<file path="src/rtl/sram_rd_pkg.sv">
// Shared definitions for the SRAM burst stream reader: FSM encoding and
// skid buffer sizing.
package sram_rd_pkg;

    typedef enum logic [1:0] {
        S_IDLE  = 2'd0,
        S_READ  = 2'd1,
        S_DRAIN = 2'd2,
        S_DONE  = 2'd3
    } state_t;

    localparam int SKID_DEPTH = 2;
    localparam int SKID_CNT_W = $clog2(SKID_DEPTH + 1);
    localparam int SKID_PTR_W = $clog2(SKID_DEPTH);

    function automatic logic [SKID_PTR_W-1:0] skid_ptr_inc(input logic [SKID_PTR_W-1:0] p);
        return (p == SKID_PTR_W'(SKID_DEPTH - 1)) ? '0 : p + SKID_PTR_W'(1);
    endfunction

endpackage

</file>
<file path="src/rtl/sram_rd_skid.sv">
// Two-entry FIFO that absorbs SRAM read data arriving while the stream
// consumer stalls. The head entry is always visible on o_data.
module sram_rd_skid
    import sram_rd_pkg::*;
#(
    parameter int W = 11
) (
    input  logic                  i_clk,
    input  logic                  i_rst_n,
    input  logic                  i_push,
    input  logic                  i_pop,
    input  logic [W-1:0]          i_data,
    output logic [W-1:0]          o_data,
    output logic [SKID_CNT_W-1:0] o_count
);

    logic [W-1:0]          r_mem [SKID_DEPTH];
    logic [SKID_PTR_W-1:0] r_wr_ptr;
    logic [SKID_PTR_W-1:0] r_rd_ptr;
    logic [SKID_CNT_W-1:0] r_count;
    logic                  w_pop;

    // A pop on an empty buffer is meaningless; the producer never overfills it.
    assign w_pop = i_pop && (r_count != '0);

    // NOTE: storage is reset on purpose so the idle stream data reads as zero
    // after reset; sequential state uses non-blocking assignments throughout.
    always_ff @(posedge i_clk or negedge i_rst_n) begin
        if (!i_rst_n) begin
            for (int i = 0; i < SKID_DEPTH; i++) begin
                r_mem[i] <= '0;
            end
            r_wr_ptr <= '0;
            r_rd_ptr <= '0;
            r_count  <= '0;
        end else begin
            if (i_push) begin
                r_mem[r_wr_ptr] <= i_data;
                r_wr_ptr        <= skid_ptr_inc(r_wr_ptr);
            end
            if (w_pop) begin
                r_rd_ptr <= skid_ptr_inc(r_rd_ptr);
            end
            case ({i_push, w_pop})
                2'b10:   r_count <= r_count + SKID_CNT_W'(1);
                2'b01:   r_count <= r_count - SKID_CNT_W'(1);
                default: r_count <= r_count;
            endcase
        end
    end

    assign o_data  = r_mem[r_rd_ptr];
    assign o_count = r_count;

endmodule

</file>
<file path="src/rtl/sram_stream_reader.sv">
// Reads a burst of consecutive SRAM words (address wraps at DEPTH) and
// streams them out with valid/ready handshaking and a last marker.
module sram_stream_reader
    import sram_rd_pkg::*;
#(
    parameter int WIDTH = 10,
    parameter int DEPTH = 128,
    parameter int ADDRB = $clog2(DEPTH)
) (
    input  logic             i_clk,
    input  logic             i_rst_n,
    input  logic             i_start,
    input  logic [ADDRB-1:0] i_base_addr,
    input  logic [ADDRB:0]   i_len,
    output logic             o_busy,
    output logic             o_done,
    output logic             o_ena,
    output logic             o_rea,
    output logic [ADDRB-1:0] o_addr_o,
    input  logic [WIDTH-1:0] i_douta,
    output logic [WIDTH-1:0] o_tdata,
    output logic             o_tvalid,
    input  logic             i_tready,
    output logic             o_tlast
);

    localparam int               LEN_W     = ADDRB + 1;
    localparam logic [ADDRB-1:0] ADDR_LAST = ADDRB'(DEPTH - 1);

    state_t                r_state;
    logic [ADDRB-1:0]      r_addr;
    logic [LEN_W-1:0]      r_remain;
    logic                  r_busy;
    logic                  r_done;
    logic                  r_pend;
    logic                  r_pend_last;

    logic [WIDTH:0]        w_head;
    logic [SKID_CNT_W-1:0] w_count;
    logic                  w_tvalid;
    logic                  w_pop;
    logic                  w_head_last;
    logic [2:0]            w_occ;
    logic                  w_issue;
    logic                  w_last_issue;
    logic [ADDRB-1:0]      w_addr_next;

    assign w_tvalid    = (w_count != '0);
    assign w_pop       = w_tvalid && i_tready;
    assign w_head_last = w_head[WIDTH];

    // Words in flight after this cycle's transfer; counting the pop keeps one
    // word per cycle while never holding more than the skid can absorb.
    assign w_occ        = 3'(w_count) + 3'(r_pend) - 3'(w_pop);
    assign w_issue      = (r_state == S_READ) && (r_remain != '0) && (w_occ < 3'(SKID_DEPTH));
    assign w_last_issue = w_issue && (r_remain == LEN_W'(1));
    assign w_addr_next  = (r_addr == ADDR_LAST) ? '0 : r_addr + ADDRB'(1);

    always_ff @(posedge i_clk or negedge i_rst_n) begin
        if (!i_rst_n) begin
            r_state  <= S_IDLE;
            r_addr   <= '0;
            r_remain <= '0;
            r_busy   <= 1'b0;
            r_done   <= 1'b0;
        end else begin
            case (r_state)
                S_IDLE: begin
                    if (i_start) begin
                        if (i_len != '0) begin
                            r_addr   <= i_base_addr;
                            r_remain <= i_len;
                            r_busy   <= 1'b1;
                            r_state  <= S_READ;
                        end else begin
                            r_done   <= 1'b1;
                            r_state  <= S_DONE;
                        end
                    end
                end
                S_READ: begin
                    if (w_issue) begin
                        r_addr   <= w_addr_next;
                        r_remain <= r_remain - LEN_W'(1);
                        if (w_last_issue) begin
                            r_state <= S_DRAIN;
                        end
                    end
                end
                S_DRAIN: begin
                    if (w_pop && w_head_last) begin
                        r_busy  <= 1'b0;
                        r_done  <= 1'b1;
                        r_state <= S_DONE;
                    end
                end
                S_DONE: begin
                    r_done  <= 1'b0;
                    r_state <= S_IDLE;
                end
                default: r_state <= S_IDLE;
            endcase
        end
    end

    // SRAM data is valid the cycle after the read, so the push trails the issue.
    always_ff @(posedge i_clk or negedge i_rst_n) begin
        if (!i_rst_n) begin
            r_pend      <= 1'b0;
            r_pend_last <= 1'b0;
        end else begin
            r_pend      <= w_issue;
            r_pend_last <= w_last_issue;
        end
    end

    sram_rd_skid #(
        .W (WIDTH + 1)
    ) u_skid (
        .i_clk   (i_clk),
        .i_rst_n (i_rst_n),
        .i_push  (r_pend),
        .i_pop   (w_pop),
        .i_data  ({r_pend_last, i_douta}),
        .o_data  (w_head),
        .o_count (w_count)
    );

    assign o_busy   = r_busy;
    assign o_done   = r_done;
    assign o_ena    = w_issue;
    assign o_rea    = w_issue;
    assign o_addr_o = r_addr;
    assign o_tdata  = w_head[WIDTH-1:0];
    assign o_tvalid = w_tvalid;
    assign o_tlast  = w_tvalid && w_head_last;

endmodule

</file>
<file path="config.mk">
export PLATFORM = sky130hd
export DESIGN_NAME = sram_stream_reader
export DESIGN_NICKNAME = d
export VERILOG_FILES = /design/src/rtl/sram_rd_pkg.sv /design/src/rtl/sram_rd_skid.sv /design/src/rtl/sram_stream_reader.sv
export SDC_FILE = /design/constraint.sdc
export NUM_CORES = 1
export LEC_CHECK = 0
export BUFFER_PORTS_ARGS = -buffer_cell sky130_fd_sc_hd__buf_2
export CORE_ASPECT_RATIO = 1.75
export CORE_MARGIN = 5
export CORE_UTILIZATION = 54
export DETAILED_ROUTE_END_ITERATION = 6
export GPL_TIMING_DRIVEN = 0
export PLACE_DENSITY_LB_ADDON = 0.15
export SETUP_SLACK_MARGIN = 0.02
export SYNTH_ARGS = -nofsm -noshare
export SYNTH_HDL_FRONTEND = slang
export SYNTH_SLANG_ARGS = --single-unit
</file>
<file path="constraint.sdc">
create_clock -name i_clk -period 7.3 [get_ports i_clk]
set_input_delay 0.73 -clock i_clk [delete_from_list [all_inputs] [get_ports i_clk]]
set_output_delay 0.73 -clock i_clk [all_outputs]
set_load 0.05 [all_outputs]
</file>
==> results of run 1 <==
-- cell families (layout without fill, tap and decap cells) --
family,after synthesis,in the layout,share of synthesized area [%]
AOI/OAI and AO/OA,58,58,15.04
and+or+nand+nor,64,64,13.40
xor gates and xnor gates,6,6,1.967
adders and majority gates,11,11,5.433
DFF,47,47,44.03
muxes,36,36,15.08
buffers and inverters,25,84,5.058
-- through the flow --
stage / setup WS, ns / util, % / instances
floorplan: 3.475 / - / 247
global placement: 3.325 / 61.20 / 352
detailed placement: 3.245 / 61.20 / 352
CTS: 3.028 / 63.91 / 360
global route: 2.827 / 63.91 / 360
finish: 3.077 / 63.91 / 360
-- per-layer routing --
| layer | vias to the layer above | global-route usage (%) | wire (um) |
|---|---|---|---|
| met5 | - | 0 | 0 |
| met4 | 0 | 8.007 | 79 |
| met3 | 7 | 3.162 | 237 |
| met2 | 47 | 34.70 | 3277 |
| met1 | 1063 | 20.60 | 2317 |
| li1 | 1023 | - | - |
-- worst max-delay path: cells and delay by family (launching register included) --
kind	cells	cell delay, ns
AOI/OAI and AO/OA	2	0.67
xor gates and xnor gates	1	0.33
adders and majority gates	2	0.68
buffers and inverters	5	0.80
DFF	1	0.47
and+or+nand+nor	2	0.24
-- worst max path at each step --
stage,cells after the start,to
floorplan,11,o_rea
global placement,13,o_rea
detailed placement,13,o_rea
CTS,12,o_rea
global route,12,o_rea
finish,12,o_rea
-- state kept, by name, indices dropped and copies added, names as in the netlist --
register         count
r_remain             8
u_skid.o_count       2
u_skid.r_rd_ptr      1
u_skid.r_mem        22
o_done               1
u_skid.r_wr_ptr      1
r_pend_last          1
r_pend               1
r_state              2
o_busy               1
o_addr_o             7
-- placed cells by master, fill, tap and decap left out, types with 3 or more instances in the layout --
| cell type | instances |
|---|---|
| o21ai_1 | 3 |
| o22ai_1 | 8 |
| buf_2 | 51 |
| inv_1 | 12 |
| a31oi_1 | 4 |
| clkbuf_1 | 5 |
| and3_1 | 3 |
| o21ai_0 | 7 |
| nand2b_1 | 3 |
| a2bb2oi_1 | 4 |
| nor3_1 | 4 |
| dfrtp_1 | 47 |
| buf_4 | 4 |
| nand4_1 | 8 |
| nor2_1 | 13 |
| nand2_1 | 12 |
| nand3_1 | 4 |
| mux2_2 | 34 |
| clkbuf_8 | 5 |
| xnor2_1 | 4 |
| a21oi_1 | 16 |
| or3_1 | 4 |
| ha_1 | 10 |
-- cell type report --
class                           instances  area share, %
Clock buffer                            6          2.321
Sequential cell                        47          37.62
Multi-Input combinational cell        175          43.50
Inverter                               12          1.441
Tap cell                               54          2.161
Buffer                                 13          2.881
Timing Repair Buffer                   51          8.163
Clock inverter                          2          1.921
==> summary.txt, run 1 <==
Setup path
  – Kind of critical path: reg2out
  – Element type at the critical path end: output port
  – Startpoint Class: flip-flop
  – Worst path cell trace: o21ai_0 > inv_1 > ha_1 > nand2b_1 > fa_1 > xnor2_1 > o311a_1 > buf_6 > nand2_1 > inv_1 > buf_4 > buf_2
  – Reg2reg end: r_state[1]
  – Critical-path top delay cell: dfrtp_1
  – CP most frequent cell: inv_1
  – CP max FO: 9
  – Flop2flop setup slack: 4.04 ns
  – Critical R2R Launch: u_skid.o_count[1]
  – Worst path required time: 6.57 ns
  – Crit path from: u_skid.o_count[1]
  – R2R cell count: 9
  – CP peak stage delay: 0.47 ns
  – Worst EP arrival: 3.49 ns

Die
  – Die width: 63.17 um
  – Die Ht: 103.0 um
  – Die area: 0.006509 mm2
  – Starting Density: 54.60%
  – Num rows: 34
  – Placeable Area: 0.004892 mm2
  – I/O pin count: 52

STA
  – Worst-margin pin slew: 1.044 ns
  – RSZ-0062 raised after global routing: no
  – # setup viols final: 0
  – Tcrit/Tclk final: 57.85%
  – Final hold slack: 0.5005 ns
  – Post-layout minimum cycle time: 4.223 ns
  – Highest Clock Rate: 236.8 MHz
  – Fin. max-slew vios: 0
  – Clk_skew: 0.004019 ns
  – Worst rel slew slack: 30.42%
  – Total negative setup slack: 0 ns
  – Final Hold Viols: 0

Clocking
  – CTS Buf Count: 5
  – Cts-stage hold buffer count: 0
  – CTS tree: done
  – CTS H-tree lvls: 2
  – Post-cts gate resize count: 0
  – Clock latency on the worst-skew pair: 0.30 ns
  – Clock Tree Root: clkbuf_8
  – Clock Pin Slew Worst Setup and Hold Paths: 0.08 ns
  – CTS sink cnt: 47
  – Setup Buffers After CTS: 0
  – Clock buffer depth: 2

Global route
  – Largest net degree at the start of global routing: 48
  – Grt ovf: 0
  – Vias in the first global route: 2061
  – GRT Total Usage: 18.65%
  – Initial antenna violation count: 0
  – First-pass GRT wire length: 9.708 mm

Final layout
  – Share of layout cells above drive strength 1: 34.97%
  – Multi-input gate area: 0.001360 mm2
  – Storage element area: 0.001176 mm2
  – Ant diodes: 0
  – Fillcell total: 407
  – Fin nets: 345
  – Area delta synth->final: 17.05%
  – Final instance area: 0.003127 mm2

Yosys
  – Synth top area share: 44.03%
  – Leading area contributor after synthesis: dfrtp_1
  – YS warnings: 0
  – Register bit total from synthesis: 47
  – Top_reg_cell synth: dfrtp_1
  – Most numerous cell in the Yosys netlist: dfrtp_1
  – Cells after synthesis: 247
  – Mapped Area: 0.002671 mm2
  – Asr flop ratio synth: 100.0%
  – Synthesized area per cell: 10.82 um2
  – Mapped Nets: 287
  – Number of synthesized flops with an enable pin: 0
  – Register area share after synthesis: 44.03%
  – Ranking of synthesized cells by area: dfrtp_1 (44%), mux2_2 (14%), ha_1 (4.7%)
  – Post-synth cell types: 53
  – Top cells by instance count after synthesis: dfrtp_1 (47), mux2_2 (34), a21oi_1 (16)

Route
  – DR iter-0 viols: 64
  – Drt total wl: 5.911 mm
  – DR WL/cell: 16.42 um
  – Antenna-violating nets left: 0
  – First drt pass iteration count: 5
  – Vias per inst: 5.944
  – Drt drc: 0
  – Vias post-DR: 2140

Min path
  – Hold Path Origin: u_skid.r_wr_ptr
  – WHS Endpoint: u_skid.r_wr_ptr
  – Hold/Removal Path Class: reg2reg
  – Hold Crit Depth: 1

Job
  – Max Cap Viol: 0

Place
  – Port bufs: 51
  – Post-Place Cell Area: 0.002994 mm2
  – Post-detail-place hpwl: 4.514 mm
  – Gp weighted congestion: 0.8411

Run status
  – Status: finished clean
Power of run 1 is not shown: default switching activity piles up to over one toggle a cycle in this logic, so the estimate is an artifact.
==> inputs of run 2 (changes only) <==
==> constraint.sdc (replaced) <==
create_clock -name i_clk -period 4.04 [get_ports i_clk]
set_input_delay 0.404 -clock i_clk [delete_from_list [all_inputs] [get_ports i_clk]]
set_output_delay 0.404 -clock i_clk [all_outputs]
set_load 0.05 [all_outputs]
==> summary.txt, run 2 (same netlist as run 1, synthesis figures left out) <==
Run status
  – Status: finished clean

Final layout
  – Share of layout cells above drive strength 1: 34.97% (unchanged)
  – Fin nets: 345 (unchanged)
  – Fin util: 63.91% (unchanged)
  – Ant diodes: 0 (unchanged)
  – Commonest non-fill, non-tap cells in the layout: buf_2 (51), dfrtp_1 (47), mux2_2 (34)
  – Commonest non-fill, non-tap cell in the layout: buf_2
  – Max reg flops: 22 (unchanged)
  – Largest register by flop count: u_skid.r_mem
  – Storage element area: 0.001176 mm2 (unchanged)
  – Multi-input gate area: 0.001360 mm2 (unchanged)
  – Area delta synth->final: 17.05% (unchanged)
  – Final instance area: 0.003127 mm2 (unchanged)
  – Post-route insts no fill: 360 (unchanged)
  – Fillcell total: 407 (unchanged)

STA
  – Highest Clock Rate: 265.8 MHz
  – Worst rel slew slack: 30.49% (+0.070 points)
  – # setup viols final: 0 (unchanged)
  – Clk_skew: 0.004377 ns (+0.0003581 ns)
  – Post-layout minimum cycle time: 3.762 ns
  – Final Hold Viols: 0 (unchanged)
  – Total negative setup slack: 0 ns (unchanged)
  – RSZ-0062 raised after global routing: no
  – Tcrit/Tclk final: 93.11%
  – Fin. max-slew vios: 0 (unchanged)
  – Worst-margin pin slew: 1.043 ns (-0.001045 ns)

Route
  – Drt total wl: 5.911 mm (unchanged)
  – Antenna-violating nets left: 0 (unchanged)
  – Vias post-DR: 2139 (-0.047%)
  – DR WL/cell: 16.42 um (unchanged)
  – First drt pass iteration count: 5 (unchanged)
  – DR iter-0 viols: 64 (unchanged)
  – Drt drc: 0 (unchanged)
  – Vias per inst: 5.942 (about the same)

Global route
  – GRT Total Usage: 18.65% (unchanged)
  – First-pass GRT wire length: 9.708 mm (unchanged)
  – Initial antenna violation count: 0 (unchanged)
  – Vias in the first global route: 2061 (unchanged)
  – Largest net degree at the start of global routing: 48 (unchanged)
  – Grt ovf: 0 (unchanged)

Setup path
  – Worst path required time: 3.64 ns (-2.93 ns)
  – Critical R2R Launch: u_skid.o_count[1]
  – Crit-path leading delay family: buffers and inverters
  – CP peak stage delay: 0.47 ns (about the same)
  – CP max FO: 9 (unchanged)
  – CP most frequent cell: inv_1
  – Critical-path top delay cell: dfrtp_1
  – Element type at the critical path end: output port
  – Startpoint Class: flip-flop
  – Worst EP arrival: 3.36 ns (-0.13 ns)
  – Kind of critical path: reg2out
  – Crit path buffers/inverters: 5 (unchanged)
  – R2R cell count: 9 (unchanged)
  – Reg2reg end: r_state[1]
  – Worst path cell trace: o21ai_1 > inv_1 > ha_1 > nand2b_1 > fa_1 > xnor2_1 > o311a_1 > buf_6 > nand2_1 > inv_1 > buf_4 > buf_2
  – Flop2flop setup slack: 0.91 ns (-3.13 ns)

Clocking
  – CTS Buf Count: 5 (unchanged)
  – Clock Pin Slew Worst Setup and Hold Paths: 0.08 ns (about the same)
  – Cts-stage hold buffer count: 0 (unchanged)
  – Clock Tree Root: clkbuf_8
  – Clock latency on the worst-skew pair: 0.30 ns (about the same)
  – CTS tree: done
  – Clock buffer depth: 2 (unchanged)
  – CTS sink cnt: 47 (unchanged)
  – CTS H-tree lvls: 2 (unchanged)

Place
  – Placed insts: 352 (unchanged)
  – Post-Place Cell Area: 0.002994 mm2 (unchanged)
  – Post-detail-place hpwl: 4.514 mm (unchanged)
  – Gp weighted congestion: 0.8411 (unchanged)
  – Port bufs: 51 (unchanged)

Die
  – Die area: 0.006509 mm2 (unchanged)
  – Placeable Area: 0.004892 mm2 (unchanged)
  – Num rows: 34 (unchanged)
  – Starting Density: 54.60% (unchanged)
  – I/O pin count: 52 (unchanged)
  – Die width: 63.17 um (unchanged)
  – Die Ht: 103.0 um (unchanged)

Job
  – Max Cap Viol: 0 (unchanged)

Min path
  – Hold/Removal Path Class: in2async
-- run 2: cell count changes in the layout (fill, tap and decap cells not counted) --
cell | previous run | this run
o21ai_0 | 7 | 6
o21ai_1 | 3 | 4
-- run 2: area by class of cell --
cell class | count | area share, %
well taps | 54 | 2.161
plain buffers | 13 | 2.881
clock buffers | 6 | 2.321
multi-input cells | 175 | 43.50
flip-flops and latches | 47 | 37.62
inverters | 12 | 1.441
clock inverters | 2 | 1.921
repair buffers | 51 | 8.163
-- run 2: worst max-delay path by stage --
stage / startpoint / to / slack [ns] / cells after the start
after floorplan: u_skid.o_count[1] / o_rea / 0.67 / 11
after global placement: u_skid.o_count[1] / o_rea / 0.55 / 12
after detailed placement: u_skid.o_count[1] / o_rea / 0.45 / 12
after CTS: u_skid.o_count[1] / o_rea / 0.09 / 12
after global routing: u_skid.o_count[1] / o_rea / 0.05 / 12
final: u_skid.o_count[1] / o_rea / 0.28 / 12
-- run 2: stage by stage --
stage / setup WS (ns) / hold slack [ns]
2_1_floorplan: 0.6652 / 0.1084
3_3_place_gp: 0.5488 / 0.4823
3_5_place_dp: 0.4503 / 0.4895
4_1_cts: 0.09389 / 0.3292
5_1_grt: 0.05023 / 0.3357
6_report: 0.2783 / 0.2862
-- run 2: repair_timing --
item,in CTS,in global routing
resized for setup,0,1
buffers inserted,0,0
endpoints found under the setup margin,0,2
-- run 2: layer usage --
layer	track usage [%]	routed length [um]
met5	0	0
met4	8.007	79
met3	3.162	237
met2	34.70	3268
met1	20.60	2325
Power of run 2 is left out for the same reason.
